**src/rtl/sdram_port_arbiter_if.sv**
```systemverilog
// Requester and controller handshake bundle for sdram_port_arbiter.
// The arbiter takes the master modport; the requesters and controller take the slave side.
interface sdram_port_arbiter_if #(
  parameter int NPORTS = 3,
  parameter int ADDR_W = 24
);
  logic [NPORTS-1:0]        REQ;
  logic [NPORTS-1:0]        RW;
  logic [NPORTS*ADDR_W-1:0] ADR;
  logic [NPORTS-1:0]        GNT;
  logic [NPORTS-1:0]        ACK;
  logic                     CMD_VALID;
  logic                     CMD_REF;
  logic                     CMD_RW;
  logic [ADDR_W-1:0]        CMD_ADR;
  logic                     CMD_READY;
  logic                     CMD_DONE;

  modport master (
    input  REQ, RW, ADR, CMD_READY, CMD_DONE,
    output GNT, ACK, CMD_VALID, CMD_REF, CMD_RW, CMD_ADR
  );

  modport slave (
    output REQ, RW, ADR, CMD_READY, CMD_DONE,
    input  GNT, ACK, CMD_VALID, CMD_REF, CMD_RW, CMD_ADR
  );
endinterface

```
**src/rtl/sdram_port_arbiter.sv**
```systemverilog
// Shares one SDRAM controller between NPORTS requesters and schedules auto-refresh.
// Define SDRAM_ARB_FIXED_PRIO_EN for fixed lowest-index-wins port priority instead of round-robin.
module sdram_port_arbiter #(
  parameter int NPORTS        = 3,
  parameter int ADDR_W        = 24,
  parameter int REFR_INTERVAL = 780,
  parameter int MAX_PENDING   = 8,
  parameter int URGENT_LEVEL  = 4
) (
  input  logic                 CLK,
  input  logic                 NRST,
  input  logic                 INIT_DONE,
  sdram_port_arbiter_if.master bus,
  output logic                 BUSY,
  output logic                 REF_OVERDUE
);

  localparam int PTR_W  = $clog2(NPORTS);
  localparam int TMR_W  = $clog2(REFR_INTERVAL);
  localparam int PEND_W = $clog2(MAX_PENDING + 1);

  typedef enum logic [1:0] {IDLE, ISSUE, WAIT_DONE} state_t;

  state_t              state_q, state_d;
  logic [TMR_W-1:0]    timer_q, timer_d;
  logic [PEND_W-1:0]   pending_q, pending_d;
  logic [NPORTS-1:0]   gnt_q, gnt_d;
  logic                cmd_ref_q, cmd_ref_d;
  logic                cmd_rw_q, cmd_rw_d;
  logic [ADDR_W-1:0]   cmd_adr_q, cmd_adr_d;
`ifndef SDRAM_ARB_FIXED_PRIO_EN
  logic [PTR_W-1:0]    ptr_q, ptr_d;
`endif

  logic                tick;
  logic                ref_done;
  logic                start;
  logic                refresh_sel;
  logic [PTR_W-1:0]    sel_idx;

  always_ff @(posedge CLK) begin
    if (!NRST) begin
      state_q   <= IDLE;
      timer_q   <= '0;
      pending_q <= '0;
      gnt_q     <= '0;
      cmd_ref_q <= 1'b0;
      cmd_rw_q  <= 1'b0;
      cmd_adr_q <= '0;
`ifndef SDRAM_ARB_FIXED_PRIO_EN
      ptr_q     <= '0;
`endif
    end else begin
      state_q   <= state_d;
      timer_q   <= timer_d;
      pending_q <= pending_d;
      gnt_q     <= gnt_d;
      cmd_ref_q <= cmd_ref_d;
      cmd_rw_q  <= cmd_rw_d;
      cmd_adr_q <= cmd_adr_d;
`ifndef SDRAM_ARB_FIXED_PRIO_EN
      ptr_q     <= ptr_d;
`endif
    end
  end

  // Later loop iterations override earlier ones, so the lowest qualifying index wins;
  // in round-robin mode ports at or above the pointer override those below it.
  always_comb begin
    sel_idx = '0;
`ifdef SDRAM_ARB_FIXED_PRIO_EN
    for (int j = NPORTS - 1; j >= 0; j--)
      if (bus.REQ[j]) sel_idx = PTR_W'(j);
`else
    for (int j = NPORTS - 1; j >= 0; j--)
      if (bus.REQ[j] && (j < int'(ptr_q))) sel_idx = PTR_W'(j);
    for (int j = NPORTS - 1; j >= 0; j--)
      if (bus.REQ[j] && (j >= int'(ptr_q))) sel_idx = PTR_W'(j);
`endif
  end

  assign start       = INIT_DONE && ((pending_q != '0) || (|bus.REQ));
  assign refresh_sel = (pending_q >= PEND_W'(URGENT_LEVEL)) ||
                       ((pending_q != '0) && (bus.REQ == '0));

  always_comb begin
    state_d = state_q;
    case (state_q)
      IDLE:      if (start)         state_d = ISSUE;
      ISSUE:     if (bus.CMD_READY) state_d = WAIT_DONE;
      WAIT_DONE: if (bus.CMD_DONE)  state_d = IDLE;
      default:                      state_d = IDLE;
    endcase
  end

  always_comb begin
    tick      = INIT_DONE && (timer_q == TMR_W'(REFR_INTERVAL - 1));
    ref_done  = (state_q == WAIT_DONE) && bus.CMD_DONE && cmd_ref_q;
    timer_d   = (!INIT_DONE || tick) ? '0 : timer_q + 1'b1;
    pending_d = pending_q;
    if (tick && !ref_done && (pending_q != PEND_W'(MAX_PENDING)))
      pending_d = pending_q + 1'b1;
    else if (ref_done && !tick)
      pending_d = pending_q - 1'b1;

    gnt_d     = gnt_q;
    cmd_ref_d = cmd_ref_q;
    cmd_rw_d  = cmd_rw_q;
    cmd_adr_d = cmd_adr_q;
`ifndef SDRAM_ARB_FIXED_PRIO_EN
    ptr_d     = ptr_q;
`endif
    if ((state_q == IDLE) && start) begin
      if (refresh_sel) begin
        cmd_ref_d = 1'b1;
        gnt_d     = '0;
      end else begin
        cmd_ref_d = 1'b0;
        gnt_d     = NPORTS'(1) << sel_idx;
        cmd_rw_d  = bus.RW[sel_idx];
        cmd_adr_d = bus.ADR[sel_idx*ADDR_W +: ADDR_W];
`ifndef SDRAM_ARB_FIXED_PRIO_EN
        ptr_d     = (sel_idx == PTR_W'(NPORTS - 1)) ? '0 : sel_idx + 1'b1;
`endif
      end
    end else if ((state_q == WAIT_DONE) && bus.CMD_DONE) begin
      gnt_d = '0;
    end
  end

  always_comb begin
    bus.CMD_VALID = (state_q == ISSUE);
    bus.CMD_REF   = cmd_ref_q;
    bus.CMD_RW    = cmd_rw_q;
    bus.CMD_ADR   = cmd_adr_q;
    bus.GNT       = gnt_q;
    bus.ACK       = ((state_q == WAIT_DONE) && bus.CMD_DONE) ? gnt_q : '0;
    BUSY          = (state_q != IDLE);
    REF_OVERDUE   = (pending_q == PEND_W'(MAX_PENDING));
  end

endmodule

```
**src/flat_wrapper.sv**
```systemverilog
// flat-port wrapper written by rule: the top's interface ports become plain ports
module sdram_port_arbiter_flat 
#(
  parameter int NPORTS        = 3,
  parameter int ADDR_W        = 24,
  parameter int REFR_INTERVAL = 780,
  parameter int MAX_PENDING   = 8,
  parameter int URGENT_LEVEL  = 4
)
  (CLK, NRST, INIT_DONE, BUSY, REF_OVERDUE, bus_REQ, bus_RW, bus_ADR, bus_CMD_READY, bus_CMD_DONE, bus_GNT, bus_ACK, bus_CMD_VALID, bus_CMD_REF, bus_CMD_RW, bus_CMD_ADR);
  sdram_port_arbiter_if #(.NPORTS(NPORTS), .ADDR_W(ADDR_W)) bus_i ();
  input  logic CLK;
  input  logic NRST;
  input  logic INIT_DONE;
  output logic BUSY;
  output logic REF_OVERDUE;
  input wire logic [$bits(bus_i.REQ)-1:0] bus_REQ;
  input wire logic [$bits(bus_i.RW)-1:0] bus_RW;
  input wire logic [$bits(bus_i.ADR)-1:0] bus_ADR;
  input wire logic [$bits(bus_i.CMD_READY)-1:0] bus_CMD_READY;
  input wire logic [$bits(bus_i.CMD_DONE)-1:0] bus_CMD_DONE;
  output wire logic [$bits(bus_i.GNT)-1:0] bus_GNT;
  output wire logic [$bits(bus_i.ACK)-1:0] bus_ACK;
  output wire logic [$bits(bus_i.CMD_VALID)-1:0] bus_CMD_VALID;
  output wire logic [$bits(bus_i.CMD_REF)-1:0] bus_CMD_REF;
  output wire logic [$bits(bus_i.CMD_RW)-1:0] bus_CMD_RW;
  output wire logic [$bits(bus_i.CMD_ADR)-1:0] bus_CMD_ADR;
  assign bus_i.REQ = bus_REQ;
  assign bus_i.RW = bus_RW;
  assign bus_i.ADR = bus_ADR;
  assign bus_i.CMD_READY = bus_CMD_READY;
  assign bus_i.CMD_DONE = bus_CMD_DONE;
  assign bus_GNT = bus_i.GNT;
  assign bus_ACK = bus_i.ACK;
  assign bus_CMD_VALID = bus_i.CMD_VALID;
  assign bus_CMD_REF = bus_i.CMD_REF;
  assign bus_CMD_RW = bus_i.CMD_RW;
  assign bus_CMD_ADR = bus_i.CMD_ADR;
  sdram_port_arbiter #(.NPORTS(NPORTS), .ADDR_W(ADDR_W), .REFR_INTERVAL(REFR_INTERVAL), .MAX_PENDING(MAX_PENDING), .URGENT_LEVEL(URGENT_LEVEL)) u_core (.CLK(CLK), .NRST(NRST), .INIT_DONE(INIT_DONE), .bus(bus_i), .BUSY(BUSY), .REF_OVERDUE(REF_OVERDUE));
endmodule
```
**config.mk**
```make
export PLATFORM = sky130hd
export DESIGN_NAME = sdram_port_arbiter_flat
export DESIGN_NICKNAME = d
export VERILOG_FILES = /design/src/rtl/sdram_port_arbiter_if.sv /design/src/rtl/sdram_port_arbiter.sv /design/src/flat_wrapper.sv
export SDC_FILE = /design/constraint.sdc
export NUM_CORES = 1
export LEC_CHECK = 0
export ABC_AREA = 0
export BUFFER_PORTS_ARGS = -buffer_cell sky130_fd_sc_hd__buf_2
export CAP_MARGIN = 20
export CORE_MARGIN = 2
export CORE_UTILIZATION = 43
export CTS_CLUSTER_DIAMETER = 30
export DETAILED_ROUTE_END_ITERATION = 8
export PLACE_DENSITY_LB_ADDON = 0.05
export SETUP_SLACK_MARGIN = 0.2
export SYNTH_ARGS = -nofsm -noshare
export SYNTH_HDL_FRONTEND = slang
export SYNTH_SLANG_ARGS = --single-unit
```
**constraint.sdc**
```tcl
create_clock -name CLK -period 5.9 [get_ports CLK]
set_input_delay 1.18 -clock CLK [delete_from_list [all_inputs] [get_ports CLK]]
set_output_delay 1.18 -clock CLK [all_outputs]
set_load 0.01 [all_outputs]
```
# Word level (Yosys, flattened, before mapping)
# Cells that the tools add are included.
dict set report word_totals {
  reg_bits 47
  input_bits 83
  output_inout_bits 35
  elab_cells 85
}
dict set report op_classes {
  add_sub_neg 4
  multipliers 1
  magnitude_cmp 8
  eq_ne 9
  shifts 2
  n_mux 20
  bitwise_logic 2
  reduce_logical 31
}
# cell count
set ops {}
lappend ops {{72-bit by 8-bit indexed part select with 24-bit output} 1}
lappend ops {{2-bit two-way mux} 10}
lappend ops {{1-bit logical AND} 15}
lappend ops {{3-bit two-way mux} 4}
lappend ops {{10-bit by 1-bit adder with 10-bit output, second input constant} 1}
lappend ops {{10-bit == test, second input constant} 1}
lappend ops {{4-bit two-way mux} 2}
lappend ops {{2-bit case mux with 3 select lines} 1}
lappend ops {{2-bit nonzero test} 3}
lappend ops {{4-bit by 1-bit adder with 4-bit output, second input constant} 1}
lappend ops {{2-bit == test, second input constant} 2}
lappend ops {{4-bit == test, second input constant} 1}
lappend ops {{1-bit by 2-bit greater-or-equal comparator with 1-bit output, first input constant} 2}
lappend ops {{4-bit by 3-bit greater-or-equal comparator with 1-bit output, second input constant} 1}
lappend ops {{1-bit by 2-bit less-than comparator with 1-bit output, first input constant} 2}
lappend ops {{2-bit by 2-bit multiplier with 4-bit output, second input constant} 1}
lappend ops {{2-bit inequality test, second input constant} 2}
lappend ops {{4-bit inequality test, second input constant} 1}
lappend ops {{4-bit nonzero test} 1}
lappend ops {{4-bit by 1-bit subtractor with 4-bit output, second input constant} 1}
lappend ops {{1-bit zero test} 3}
lappend ops {{3-bit zero test} 1}
lappend ops {{1-bit logical OR} 3}
lappend ops {{2-bit by 3-bit less-than comparator with 1-bit output, second input constant} 1}
lappend ops {{14 further kinds} 16}

# Depth between registers and ports, before layout
dict set report depth {
  word_depth 11
  mapped_depth 9
  depth_no_buf 9
}

# Least setup slack after synthesis
# No wires, ideal clock.
dict set report synth_timing {
  path_kind {in2reg}
  start {in INIT_DONE}
  end {reg u_core.pending_q[3]}
  setup_time_ns 0.072
  arrival_ns 3.081
  t_required_ns 5.828
  setup_slack_ns 2.748
  stages 8
  path_buffers 0
  path_cell_list {or4b_1 nor3_1 nand3b_1 ha_1 a21o_1 a21oi_1 mux2i_1 mux2i_1}
}
dict set report synth_between {
  elab_chain_cells 4
  elab_cells_between_ends 7
  classes_between {1 x mux; 6 x reduce/logical}
}
# item line_no
set synth_rtl {}
lappend synth_rtl {{start, declared} flat_wrapper.sv:14} ;# input logic INIT_DONE;
lappend synth_rtl {{1-bit logical AND (*)} sdram_port_arbiter.sv:97} ;# tick = INIT_DONE && (timer_q == TMR_W'(REFR_INTERVAL - 1));
lappend synth_rtl {{1-bit logical AND / 1-bit zero test (equally long branches)} {sdram_port_arbiter.sv:101, sdram_port_arbiter.sv:103}}
lappend synth_rtl {{1-bit logical AND, on equally long branches} {sdram_port_arbiter.sv:101, sdram_port_arbiter.sv:103}}
lappend synth_rtl {{4-bit two-way mux / 2-bit nonzero test (equally long branches)} --}
lappend synth_rtl {{end signal, assigned} sdram_port_arbiter.sv:56} ;# pending_q <= pending_d;
lappend synth_rtl {{end, declared} sdram_port_arbiter.sv:26} ;# logic [PEND_W-1:0] pending_q, pending_d;
# Mark *: on every way between the ends. The rest lies on a longest branch, timed or not.
# A chain may end at the register's enable or synchronous reset.

# Worst setup path in the final report
# Ends and elaborated chain as after synthesis.

==> results.ini <==
[min_path]
hold_path.class = reg -> reg

[layout]
antenna_cells = 0
final.fill_count = 526
nNetsFinal = 467
layout-drive-gt1-share_pct = 35.2
final_common_cell = buf_2
area_growth_syn_to_layout_pct = 28.9
final_cell_mix = 118 x buf_2, 47 x dfxtp_1, 33 x nand2_1

[timing]
fin_crit_sh_pct = 52.6
period_minus_slack_ns = 3.10
timing.fmax_ghz = 0.322
grt_setup_unrepaired = false
slew-limit-headroom_pct = 43.0
tightestPinTransition_ns = 0.855
final.setup_skew_ns = 0.00998
slew_violations = 0
final.setup.tns_ns = 0
finalSetupViolations = 0
hold_violations = 0

[floorplanning]
die_x_um = 78.4
core_sq_um = 5410
dieArea_sq_um = 6140
initial_core_util_pct = 44.0
num_rows = 27
io-pin-count = 118
die-height_um = 78.4

[route]
vias = 2403
first_pass_iters = 4
wirelength_um = 6270
ant_nets = 0
drtIter0Drc = 136
wire_per_inst_um = 13.8
remaining_drc_errors = 0
vias_per_cell = 5.30

[synthesis]
async_flop_share_pct = 0
synthCells = 271
synth_top_area_share_pct = 39.6
synth-edff-count = 0
synth.avg_cell_area_sq_um = 8.77
yosys.area.top_type = dfxtp_1
ys_seq_area_share_pct = 39.6
yosysWarnings = 0
ys_types = 46
synth_seq_cells = 47
synthTopCellsByArea = dfxtp_1 40%, a221oi_1 5.5%, nand2_1 5.2%
synth_area_sq_um = 2380
syn_nets = 358
synth-main-ff-cell = dfxtp_1

[placed_design]
routabilityCongestion = 0.758
portBuffers = 117
dp_hpwl_um = 4490

[clocking]
clock_path_buffers = 2
insertion_delay_ns = 0.30
hold_buffers = 0
cts_root_buf = clkbuf_8
htreeDepth = 2
clk_pin_slew_ns = 0.08
cts_tree = done
post_cts_buffers = 0
cts_resized = 0
cts.sinks = 47
numCtsBuffers = 5

[run]
drv_cap = 0

[critical_path]
cp_max_fo = 4
crit_type = in -> reg
max_stage_delay_ns = 0.42
crit_chain = buf_2 -> or4b_1 -> nor3_1 -> nand3b_1 -> ha_1 -> a21o_1 -> a21oi_1 -> mux2i_1 -> mux2i_1
endpoint_kind = flop
critical_path_arrival_ns = 3.33
crit_slowest_cell = or4b_1
required_ns = 6.13
startpoint_type = input pin
cp_common_cell = mux2i_1

[global_route]
grt_util_met1_pct = 25.6
antenna_found_initial = 0
grt_pass1_wl_um = 9780
grtUsageMet3_pct = 4.94
grt.total_usage_pct = 19.7
grt.overflow.total = 0
grt_pass1_vias = 2137
grt_max_degree = 54
grt-busiest-layer = met2
grt_use_met2_pct = 32.5

[power_and_ir_drop]
ir_drop_v = 0.000128
finalPower_mw = 0.706
pwr_density_cell_nw_per_um2 = 230
leakagePower_nw = 1.42

[run_status]
status = completed

-- synth_stat cells, types with 3 or more instances --
master    count
a221o_1      10
dfxtp_1      47
xor2_1        5
a21boi_0      4
and2_1        4
o21bai_1     15
ha_1          3
nand2_1      33
nor2_1       13
xnor2_1       4
nor2b_1       5
and3_1        3
clkbuf_1     11
mux2i_1       3
o22ai_1      10
a221oi_1     15
nand3_1       5
o21ai_0      18
nand2b_1      4
buf_6         5
a21oi_1      20
-- critical path: cells and delay by family --
kind / cells / cell delay, ns
and+or+nand+nor: 3 / 0.96
AOI/OAI and AO/OA: 2 / 0.34
adders and majority gates: 1 / 0.33
muxes: 2 / 0.42
buffers and inverters: 1 / 0.10
-- metrics by stage --
step | utilization [%] | hold WS [ns] | instance area [sq um] | std cells | setup slack (ns)
2_1_floorplan | - | 0.418 | 2380 | 271 | 2.75
3_3_place_gp | 54.6 | 0.434 | 2950 | 443 | 2.55
3_5_place_dp | 54.7 | 0.444 | 2960 | 444 | 2.48
4_1_cts | 56.6 | 0.458 | 3060 | 452 | 2.80
5_1_grt | 56.7 | 0.471 | 3070 | 453 | 2.61
6_report | 56.7 | 0.454 | 3070 | 453 | 2.80
-- routing by layer --
metal | share of wire, % | vias to the layer above
met3 | 5.9 | 2
met4 | 0.38 | 0
met2 | 45 | 73
li1 | - | 1224
met1 | 48 | 1104
met5 | 0 | -
-- kinds of logic after synthesis --
| family | Yosys count | synth area share (%) |
|---|---|---|
| buf+inv | 20 | 4.84 |
| simple gates | 86 | 18.8 |
| xor+xnor | 9 | 3.32 |
| compound gates | 102 | 29.7 |
| mux | 3 | 1.26 |
| fa+ha+maj | 4 | 2.42 |
| flops | 47 | 39.6 |
-- final timing paths --
check,from,endpoint,slack (ns),depth (start not counted)
setup reg to reg,u_core.timer_q[5]$_SDFF_PP0_,u_core.pending_q[3]$_SDFFE_PN0P_,3.33,8
hold / removal,u_core.timer_q[0]$_SDFF_PP0_,u_core.timer_q[0]$_SDFF_PP0_,0.45,1
setup / recovery,INIT_DONE,u_core.pending_q[3]$_SDFFE_PN0P_,2.80,9
hold reg to reg,u_core.timer_q[0]$_SDFF_PP0_,u_core.timer_q[0]$_SDFF_PP0_,0.45,1
-- layout make-up --
| type | count | area [sq um] | area share (%) |
|---|---|---|---|
| multi-input cells | 204 | 1320 | 43.1 |
| flip-flops and latches | 47 | 941 | 30.7 |
| repair buffers | 120 | 606 | 19.8 |
| clock buffers | 8 | 100 | 3.27 |
| well taps | 72 | 90.1 | 2.94 |
| inverters | 2 | 7.51 | 0.245 |
-- flip-flops by register name, summed over array words and instances (netlist names) --
| name | cells |
|---|---|
| u_core.bus.CMD_REF | 1 |
| u_core.bus.CMD_ADR | 24 |
| u_core.bus.GNT | 3 |
| u_core.ptr_q | 2 |
| u_core.bus.CMD_RW | 1 |
| u_core.timer_q | 10 |
| u_core.pending_q | 4 |
| u_core.state_q | 2 |
-- where the power goes --
| part | total (mW) | switching [mW] | internal [mW] | leakage [nW] |
|---|---|---|---|---|
| combinational | 0.144 | 0.0759 | 0.0678 | 0.981 |
| sequential | 0.349 | 0.0112 | 0.338 | 0.385 |
| clock | 0.213 | 0.106 | 0.107 | 0.0515 |
No activity file was read; power rests on OpenSTA's default activity.
